===== config.mk =====
export PLATFORM = sky130hd
export DESIGN_NAME = if_stage
export DESIGN_NICKNAME = d
export VERILOG_FILES = /design/src/rtl/if_stage.sv
export SDC_FILE = /design/constraint.sdc
export NUM_CORES = 1
export LEC_CHECK = 0
export CAP_MARGIN = 10
export CORE_UTILIZATION = 30
export DETAILED_ROUTE_END_ITERATION = 8
export HOLD_SLACK_MARGIN = 0.03
export PLACE_DENSITY = 0.46
export SLEW_MARGIN = 5
export SYNTH_ARGS = -nofsm -noshare
export SYNTH_HDL_FRONTEND = slang
export SYNTH_SLANG_ARGS = --single-unit

===== constraint.sdc =====
create_clock -name clk -period 2.4 [get_ports clk]
set_input_delay 0.48 -clock clk [delete_from_list [all_inputs] [get_ports clk]]
set_output_delay 0.48 -clock clk [all_outputs]
set_load 0.05 [all_outputs]

===== src/rtl/if_stage.sv =====
// Instruction-fetch stage with IF/ID pipeline register.
// Owns the PC and fetches one word per request over a req/ack handshake
// (zero-wait acks give one instruction per cycle). It stalls on decode
// hazards, using a one-entry skid buffer, and redirects on branch/jump. A
// request that was already issued is drained and its word discarded.
module if_stage #(
  parameter int                    WORD_LEN  = 16,
  parameter int                    ADDR_LEN  = 16,
  parameter logic [ADDR_LEN-1:0]   RESET_PC  = {ADDR_LEN{1'b0}},
  parameter logic [WORD_LEN-1:0]   NOP_INSTR = {WORD_LEN{1'b0}}
) (
  input  logic                clk,
  input  logic                rst,
  input  logic                hazard_detected_in,
  input  logic                brTaken,
  input  logic                jump_EN,
  input  logic [ADDR_LEN-1:0] br_target,
  output logic                imem_req,
  output logic [ADDR_LEN-1:0] imem_addr,
  input  logic                imem_ack,
  input  logic [WORD_LEN-1:0] imem_rdata,
  output logic [WORD_LEN-1:0] instruction,
  output logic [ADDR_LEN-1:0] pc_out,
  output logic                instr_valid
);

  typedef enum logic [1:0] {
    ST_FETCH = 2'd0,
    ST_DRAIN = 2'd1,
    ST_HOLD  = 2'd2
  } state_t;

  state_t              state_r, state_n;
  logic                run_r;
  logic [ADDR_LEN-1:0] pc_r, pc_n;
  logic [ADDR_LEN-1:0] drain_addr_r, drain_addr_n;
  logic [WORD_LEN-1:0] skid_instr_r, skid_instr_n;
  logic [ADDR_LEN-1:0] skid_pc_r, skid_pc_n;
  logic [WORD_LEN-1:0] if_instr_r, if_instr_n;
  logic [ADDR_LEN-1:0] if_pc_r, if_pc_n;
  logic                if_valid_r, if_valid_n;

  logic                req_s;
  logic [ADDR_LEN-1:0] addr_s;
  logic                ack_s;
  logic                redir_s;
  logic [ADDR_LEN-1:0] pc_inc_s;

  // Acks only count while a request is actually presented. run_r holds the
  // request low for the first cycle after reset, so any stray ack left over
  // from a request abandoned by reset is ignored.
  assign ack_s    = imem_ack & req_s;
  assign redir_s  = brTaken | jump_EN;
  assign pc_inc_s = pc_r + {{(ADDR_LEN-1){1'b0}}, 1'b1};

  // Decode the memory request from state only (no path from imem_ack).
  always_comb begin
    req_s  = 1'b0;
    addr_s = pc_r;
    case (state_r)
      ST_FETCH: begin
        req_s  = run_r;
        addr_s = pc_r;
      end
      ST_DRAIN: begin
        req_s  = run_r;
        addr_s = drain_addr_r;
      end
      ST_HOLD: begin
        req_s  = 1'b0;
        addr_s = pc_r;
      end
      default: begin
        req_s  = 1'b0;
        addr_s = pc_r;
      end
    endcase
  end

  assign imem_req  = req_s;
  assign imem_addr = addr_s;

  // Next-state, PC, skid buffer and IF/ID update. Redirect beats stall.
  always_comb begin
    state_n      = state_r;
    pc_n         = pc_r;
    drain_addr_n = drain_addr_r;
    skid_instr_n = skid_instr_r;
    skid_pc_n    = skid_pc_r;
    if_instr_n   = if_instr_r;
    if_pc_n      = if_pc_r;
    if_valid_n   = if_valid_r;
    case (state_r)
      ST_FETCH: begin
        if (redir_s) begin
          if_instr_n = NOP_INSTR;
          if_valid_n = 1'b0;
          pc_n       = br_target;
          // An issued but unacked request must still be drained.
          if (req_s && !ack_s) begin
            drain_addr_n = pc_r;
            state_n      = ST_DRAIN;
          end else begin
            state_n = ST_FETCH;
          end
        end else if (ack_s) begin
          pc_n = pc_inc_s;
          if (hazard_detected_in) begin
            skid_instr_n = imem_rdata;
            skid_pc_n    = pc_inc_s;
            state_n      = ST_HOLD;
          end else begin
            if_instr_n = imem_rdata;
            if_pc_n    = pc_inc_s;
            if_valid_n = 1'b1;
          end
        end else if (!hazard_detected_in) begin
          if_instr_n = NOP_INSTR;
          if_valid_n = 1'b0;
        end else begin
          if_valid_n = if_valid_r;
        end
      end
      ST_DRAIN: begin
        if (redir_s) begin
          pc_n       = br_target;
          if_instr_n = NOP_INSTR;
          if_valid_n = 1'b0;
        end else if (!hazard_detected_in) begin
          if_instr_n = NOP_INSTR;
          if_valid_n = 1'b0;
        end else begin
          if_valid_n = if_valid_r;
        end
        // The wrong-path word is dropped on ack.
        if (ack_s) begin
          state_n = ST_FETCH;
        end else begin
          state_n = ST_DRAIN;
        end
      end
      ST_HOLD: begin
        if (redir_s) begin
          skid_instr_n = NOP_INSTR;
          skid_pc_n    = {ADDR_LEN{1'b0}};
          if_instr_n   = NOP_INSTR;
          if_valid_n   = 1'b0;
          pc_n         = br_target;
          state_n      = ST_FETCH;
        end else if (!hazard_detected_in) begin
          if_instr_n   = skid_instr_r;
          if_pc_n      = skid_pc_r;
          if_valid_n   = 1'b1;
          skid_instr_n = NOP_INSTR;
          skid_pc_n    = {ADDR_LEN{1'b0}};
          state_n      = ST_FETCH;
        end else begin
          state_n = ST_HOLD;
        end
      end
      default: begin
        state_n = ST_FETCH;
      end
    endcase
  end

  // State, PC, skid and IF/ID registers with asynchronous active-low reset.
  always_ff @(posedge clk or negedge rst) begin
    if (!rst) begin
      state_r      <= ST_FETCH;
      run_r        <= 1'b0;
      pc_r         <= RESET_PC;
      drain_addr_r <= {ADDR_LEN{1'b0}};
      skid_instr_r <= NOP_INSTR;
      skid_pc_r    <= {ADDR_LEN{1'b0}};
      if_instr_r   <= NOP_INSTR;
      if_pc_r      <= {ADDR_LEN{1'b0}};
      if_valid_r   <= 1'b0;
    end else begin
      state_r      <= state_n;
      run_r        <= 1'b1;
      pc_r         <= pc_n;
      drain_addr_r <= drain_addr_n;
      skid_instr_r <= skid_instr_n;
      skid_pc_r    <= skid_pc_n;
      if_instr_r   <= if_instr_n;
      if_pc_r      <= if_pc_n;
      if_valid_r   <= if_valid_n;
    end
  end

  assign instruction = if_instr_r;
  assign pc_out      = if_pc_r;
  assign instr_valid = if_valid_r;

endmodule


=== Word-level counts from Yosys, hierarchy flattened ===
Index checks and enable logic that the tools add are counted.

* Reductions and logical operators: 14
* Equal/unequal tests: 13
* Add/sub/neg operators: 1
* Bitwise operators: 2
* Muxes and demuxes: 45

{| class="wikitable"
|+ Operator list
! kind !! number
|-
| 16-bit two-way mux || 24
|-
| 16-bit case mux with 2 select lines || 4
|-
| 16-bit case mux with 3 select lines || 1
|-
| 16-bit by 1-bit adder with 16-bit output, second input constant || 1
|-
| 2-bit != test, second input constant || 6
|-
| 2-bit two-way mux || 5
|-
| 1-bit two-way mux || 9
|-
| 3-bit != test, second input constant || 3
|-
| 3-bit AND reduction || 3
|-
| 2-bit case mux with 3 select lines || 1
|-
| 6-bit AND reduction || 1
|-
| 5-bit AND reduction || 1
|-
| 4-bit != test, second input constant || 1
|-
| 2-bit nonzero test || 2
|-
| 2-bit OR reduction || 2
|-
| 1-bit case mux with 3 select lines || 1
|-
| 3-bit nonzero test || 1
|-
| 2-bit by 1-bit equality test with 1-bit output, second input constant || 1
|-
| 2-bit equality test, second input constant || 1
|-
| 2-bit zero test || 1
|-
| 2-bit by 1-bit != test with 1-bit output, second input constant || 1
|-
| 2-bit AND reduction || 1
|-
| 1-bit AND || 1
|-
| 1-bit logical AND || 1
|-
| 2 further kinds || 2
|}

* Register bits after elaboration: 100
* Output and inout bits: 50

=== Depth between registers and ports, before layout ===
Gate-level depths: netlist (run 1).

* Depth after elaboration: 9
* Gate-level depth with buffers: 9
* Depth with buffers taken out: 6

=== Worst setup path after synthesis (run 1) ===
No wires, ideal clock.

* Path kind: register -> output
* Start: register state_r[1]
* End: output port imem_addr[0]
* Cell stages (with the launch flop): 5
* Arrival: 1.970 ns
* Buffers on the path: 1
* Path slack: -0.050 ns
* Data required time: 1.920 ns
* Cell sequence: dfrtp_1 inv_1 ha_1 clkbuf_1 o21ai_0

* Cells in the longest elaborated chain, start to end: 2

{| class="wikitable"
|+ Ends and longest elaborated chain
! item !! RTL line !! source
|-
| from (decl) || 33 || <nowiki>state_t state_r, state_n;</nowiki>
|-
| from (signal assigned) || 180 || <nowiki>state_r <= state_n;</nowiki>
|-
| 2-bit by 1-bit equality test with 1-bit output || 60 || <nowiki>case (state_r)</nowiki>
|-
| 16-bit two-way mux || 60 ||
|-
| to (decl) || 19 || <nowiki>output logic [ADDR_LEN-1:0] imem_addr,</nowiki>
|}

No other way between the ends.

=== Final worst setup path (run 1) ===
* Start: register state_r[1]
* End: output port imem_addr[7]

The elaborated chain is that of the path after synthesis.

==> impl_metrics.ini, run 1 <==
[flow_run]
maxCapViolCount = 0

[run_status]
status = finished clean

[logic_synthesis]
synth_ff_type = dfrtp_1
ys_warn_count = 0
synth_area_per_cell_um2 = 10.7
syn_area_um2 = 5210
synth-async-reset-ratio = 1.00
postSynthCellCount = 485
yosysUniqueCellTypes = 66
synth-edff-count = 0
ys_seq_area_frac = 0.480
synth_nets = 528
synth-seq-cells = 100

[setup_path]
r2r_cells = 6
crit_path_end_kind = output port
criticalPathCategory = flip-flop to output port
cp.required_ps = 1920
regToRegEndpoint = instruction[12]$_DFFE_PN0P_
rrSetupSlack_ps = 190
crit_fanout = 19
crit_arrival_ps = 1780
startpoint_type = flip-flop
reg2reg_from = state_r[1]$_DFFE_PN0P_

[clocking]
clk_pin_slew_worst_paths_ps = 80
clock_path_buffers = 2
cts_resized = 1
cts_made_buffers = 9
cts_tree = done
cts_hold_buf = 0
root_buffer = clkbuf_16
cts_sinks = 100
htreeDepth = 3
clkLatencyLatePin_ps = 350
post-cts-setup-buffers = 0

[timing]
period_share = 0.944
worstMarginPinSlew_ps = 794
finClkSkew_ps = 11.4
tns_ps = 0
setup_viol = 0
relSlewSlack = 0.469
slew_viol_final = 0
rsz0062_at_grt = false
fmax_mhz = 442
hold_viol = 0
min_period_ps = 2260

[placed_design]
port_buffers = 87
dp_cells = 778
gp_congestion = 0.807
dpl-instance-area_um2 = 6400
post-dp-hpwl_mm = 10.2

[layout]
syn_to_final_growth_pct = 29.0
antennaDiodeCount = 0
drive_gt1_frac = 0.195
nNetsFinal = 612
utilization = 0.401
final_area_um2 = 6720
fin_cells = 794

[grt]
grt_max_degree = 101
overflow = 0
antenna_found_initial = 0
grt_pass1_vias = 4266
grt_pass1_wl_mm = 23.6
grt_use_total = 0.170

[hold_path]
min_path_type = primary input to async pin

[floorplan]
num_io_pins = 88
die_h_um = 134
core_um2 = 16800
die_x_um = 134
core.rowCount = 47
dieArea_um2 = 17900
floorplan.initialDensity = 0.311

[drt]
drc = 0
wl_met2_mm = 7.14
wl_mm = 14.5
viasPerCell = 5.16
highest_layer = met4
firstDrtPassIters = 4
drt_iter0_drc = 212
drt-met1-wl_mm = 6.57
routed-wl-met3_um = 545
ant_nets = 0
wire_per_inst_um = 18.2
vias = 4097

[power]
p_total_mw = 8.77
vdd_drop_max_mv = 0.571
powerDensity_nw_per_um2 = 1300
cellLeakagePower_nw = 2.85
-- Yosys cell counts (8+ instances only) --
master / count / area (um2)
a21o_1: 17 / 128
a21oi_1: 14 / 70.1
a22oi_1: 17 / 128
buf_2: 20 / 100
clkbuf_1: 14 / 52.6
dfrtp_1: 100 / 2500
inv_1: 11 / 41.3
mux2_2: 33 / 372
mux2i_1: 8 / 80.1
nand2_1: 35 / 131
nand3_1: 14 / 70.1
nor2_1: 13 / 48.8
nor3b_1: 17 / 128
o21ai_0: 28 / 140
o2bb2ai_1: 25 / 219
-- cell usage in the layout (no fill, tap or decap), types with 5 or more instances in the layout --
cell type	netlist	final
nor2_1	13	13
inv_1	11	11
nand2_1	35	35
o31ai_1	5	5
a21o_1	17	17
buf_4	2	38
nor3_1	6	6
dfrtp_1	100	100
mux2_2	33	33
clkdlybuf4s50_1	0	69
buf_12	0	8
nand4_1	7	7
xnor2_1	7	7
clkbuf_16	0	9
nor3b_1	17	17
a21oi_1	14	14
mux2i_1	8	8
o2bb2ai_1	25	25
a22oi_1	17	17
o21ai_0	28	28
nand3_1	14	14
o211ai_1	6	6
-- state kept, by name, indices dropped and copies added (netlist names) --
signal        cells
drain_addr_r     16
instr_valid       1
instruction      16
pc_out           16
pc_r             16
run_r             1
skid_instr_r     16
skid_pc_r        16
state_r           2
-- power by group --
group / internal (mW) / switching (mW)
clock: 0.824 / 0.703
combinational: 1.75 / 2.58
sequential: 2.33 / 0.588
total: 4.90 / 3.87
-- worst max-delay path by stage --
stage               depth (start not counted)                     endpoint  slack [ps]                   start
CTS                                         5                imem_addr[10]          50  state_r[1]$_DFFE_PN0P_
detailed placement                          5  instruction[12]$_DFFE_PN0P_         130                 jump_EN
global route                                6         pc_r[15]$_DFFE_PN0P_          20  state_r[0]$_DFFE_PN0P_
global placement                            5     skid_pc_r[1]$_DFFE_PN0P_         200                 jump_EN
floorplan                                   4                 imem_addr[0]         -50  state_r[1]$_DFFE_PN0P_
finish                                      5                 imem_addr[7]         140  state_r[1]$_DFFE_PN0P_
-- logic make-up after synthesis --
logic type,Yosys count,synth area share
AO/OA/AOI/OAI,152,0.215
XOR/XNOR,11,0.0185
adder cells (fa/ha/maj),5,0.0120
buffers and inverters,53,0.0502
flip-flops,100,0.480
multiplexers,42,0.0896
other,1,0.000720
AND/OR/NAND/NOR,121,0.134
-- worst max-delay path: stages, from the launching register on --
cell,delay (ps)
dfrtp_1,420
inv_1,120
ha_4,180
buf_12,160
mux2_2,340
buf_4,190
-- metrics by stage --
stage	setup slack, ps	hold WS [ps]
after global routing	19.0	239
after detailed placement	131	466
after floorplan	-50.4	184
after CTS	54.9	217
final	136	186
after global placement	204	460
-- area by class of cell --
| type | instances | area (um2) |
|---|---|---|
| Fill cell | 1641 | 10000 |
| Sequential cell | 100 | 2500 |
| Multi-Input combinational cell | 332 | 2460 |
| Timing Repair Buffer | 115 | 1140 |
| Tap cell | 220 | 275 |
| Clock buffer | 9 | 225 |
| Clock inverter | 7 | 81.3 |
| Inverter | 11 | 41.3 |
-- layer usage --
layer / up-vias / GRT usage
met2: 76 / 0.284
li1: 1963 / -
met4: 0 / 0.0530
met3: 12 / 0.0321
met5: - / 0
met1: 2046 / 0.222
No activity file was read; power rests on OpenSTA's default activity.
==> run 2: changes to the inputs <==
--- a/config.mk
+++ b/config.mk
@@ -6,10 +6,12 @@
 export NUM_CORES = 1
 export LEC_CHECK = 0
 export CAP_MARGIN = 10
-export CORE_UTILIZATION = 30
+export CORE_MARGIN = 1
+export CORE_UTILIZATION = 40
+export CTS_CLUSTER_SIZE = 25
 export DETAILED_ROUTE_END_ITERATION = 8
 export HOLD_SLACK_MARGIN = 0.03
-export PLACE_DENSITY = 0.46
+export PLACE_DENSITY = 0.59
 export SLEW_MARGIN = 5
 export SYNTH_ARGS = -nofsm -noshare
 export SYNTH_HDL_FRONTEND = slang
==> run 2 against run 1 <==
  * Sequential power hardly changed
  * First-iteration DRC count shrank 13%
  * Routed wire length is 6.3% lower
  * Register-to-register slack better by 40 ps
==> impl_metrics.ini, run 2 (synthesis gave the netlist of run 1 again) <==
[setup_path]
crit_fanout = 20
startpoint_type = flip-flop
cp.required_ps = 1920
reg2reg_from = state_r[0]$_DFFE_PN0P_
regToRegEndpoint = pc_r[9]$_DFFE_PN0P_
rrSetupSlack_ps = 230
crit_arrival_ps = 1800
crit_path_end_kind = output port
r2r_cells = 7
criticalPathCategory = flip-flop to output port

[grt]
antenna_found_initial = 0
overflow = 0
grt_pass1_wl_mm = 22.5
grt_max_degree = 74
grt_pass1_vias = 4288
grt_use_total = 0.218

[clocking]
clk_pin_slew_worst_paths_ps = 70
cts_sinks = 100
cts_tree = done
post-cts-setup-buffers = 0
root_buffer = clkbuf_16
htreeDepth = 3
cts_made_buffers = 9
clkLatencyLatePin_ps = 350
cts_hold_buf = 0
clock_path_buffers = 2

[layout]
num-fill-cells = 1190
syn_to_final_growth_pct = 27.5
fin_cells = 743
antennaDiodeCount = 0
utilization = 0.524
final_cell_mix = 100 x dfrtp_1, 69 x clkdlybuf4s50_1, 35 x nand2_1
nNetsFinal = 610
final_common_cell = dfrtp_1
drive_gt1_frac = 0.193

[power]
powerDensity_nw_per_um2 = 1300
cellLeakagePower_nw = 2.85
internal_power_mw = 4.85
p_total_mw = 8.66
clkPwrFrac = 0.164
vdd_drop_max_mv = 0.356
p_sw_mw = 3.80
pwr-share-seq = 0.334
p_sw_frac = 0.440
combinationalPowerShare = 0.502

[timing]
period_share = 0.949
whs_ps = 52.1
setup_viol = 0
min_period_ps = 2280
worstMarginPinSlew_ps = 601
slew_viol_final = 0
finClkSkew_ps = 7.11
relSlewSlack = 0.599
fmax_mhz = 439
hold_viol = 0
rsz0062_at_grt = false

[floorplan]
num_io_pins = 88
dieArea_um2 = 13500
core.rowCount = 41
floorplan.initialDensity = 0.411
die_x_um = 116
core_um2 = 12700
die_h_um = 116

[drt]
vias = 4202
wl_mm = 13.5
firstDrtPassIters = 4
viasPerCell = 5.66
drc = 0
wire_per_inst_um = 18.2
ant_nets = 0
drt_iter0_drc = 184

[placed_design]
gp_congestion = 0.844
post-dp-hpwl_mm = 9.40
dp_cells = 728
port_buffers = 87

[run_status]
status = finished clean

[flow_run]
maxCapViolCount = 0

[hold_path]
min_path_type = primary input to async pin
==> run 2: cell count changes in the layout (fill, tap and decap cells not counted), sizes merged <==
cell	previous run	this run
clkbuf	9	12
clkinvlp	3	1
clkinv	0	2
inv	14	11
buf	46	44
bufinv	1	0
==> run 2: worst max-delay path, cell delays in order, from the launching register on <==
cell and delay (ps):
dfrtp_1 410, inv_1 90, ha_2 230, buf_12 170, mux2_2 350, buf_4 190
==> run 2: cell type report <==
class / count / area, um2 / share of cell area
Timing Repair Buffer: 113 / 1150 / 0.172
Inverter: 11 / 41.3 / 0.00621
Clock inverter: 3 / 21.3 / 0.00320
Sequential cell: 100 / 2500 / 0.377
Tap cell: 172 / 215 / 0.0324
Clock buffer: 12 / 267 / 0.0401
Multi-Input combinational cell: 332 / 2450 / 0.369
==> run 2: power by group through the flow <==
stage	combinational [mW]	clock, mW	sequential, mW
after floorplan	2.69	0	3.11
after global placement	4.28	0	2.88
after detailed placement	4.34	0	2.91
after CTS	4.36	1.46	2.89
after global routing	4.67	1.52	2.99
final	4.34	1.42	2.89
==> run 2: through the flow <==
step / TNS (ps) / cell area (um2) / worst slack, ps
after global routing: 0 / 6650 / 5.38
final: 0 / 6650 / 122
after global placement: 0 / 6340 / 174
after detailed placement: 0 / 6340 / 113
after floorplan: -151 / 5210 / -50.4
after CTS: 0 / 6630 / 38.0
==> run 2: how the worst max path moves through the flow <==
stage	from	end	slack, ps	cells past startpoint
3_3_place_gp	jump_EN	skid_pc_r[1]$_DFFE_PN0P_	170	5
2_1_floorplan	state_r[1]$_DFFE_PN0P_	imem_addr[0]	-50	4
6_report	state_r[1]$_DFFE_PN0P_	imem_addr[8]	120	5
5_1_grt	state_r[0]$_DFFE_PN0P_	imem_req	5	4
4_1_cts	state_r[1]$_DFFE_PN0P_	imem_addr[8]	40	5
3_5_place_dp	state_r[0]$_DFFE_PN0P_	pc_r[15]$_DFFE_PN0P_	110	6
==> run 2: timing repair <==
item	4_1_cts	5_1_grt
setup endpoints to repair	13	20
gates cloned	0	0
gates resized for setup	1	4
endpoints found under the hold margin	0	0
pin swaps	0	0
==> run 2: per-layer routing <==
layer	GRT usage	vias up	wire, um
met5	0	-	0
met4	0.0812	0	235
met3	0.0441	17	636
met2	0.373	105	6920
met1	0.271	2124	5750
li1	-	1956	-
==> run 3: changes to the inputs <==
--- a/config.mk
+++ b/config.mk
@@ -6,7 +6,6 @@
 export NUM_CORES = 1
 export LEC_CHECK = 0
 export CAP_MARGIN = 10
-export CORE_MARGIN = 1
 export CORE_UTILIZATION = 40
 export CTS_CLUSTER_SIZE = 25
 export DETAILED_ROUTE_END_ITERATION = 8
==> results of run 3 <==
Same layout as run 2: the final DEF is identical, and so are final timing and power.
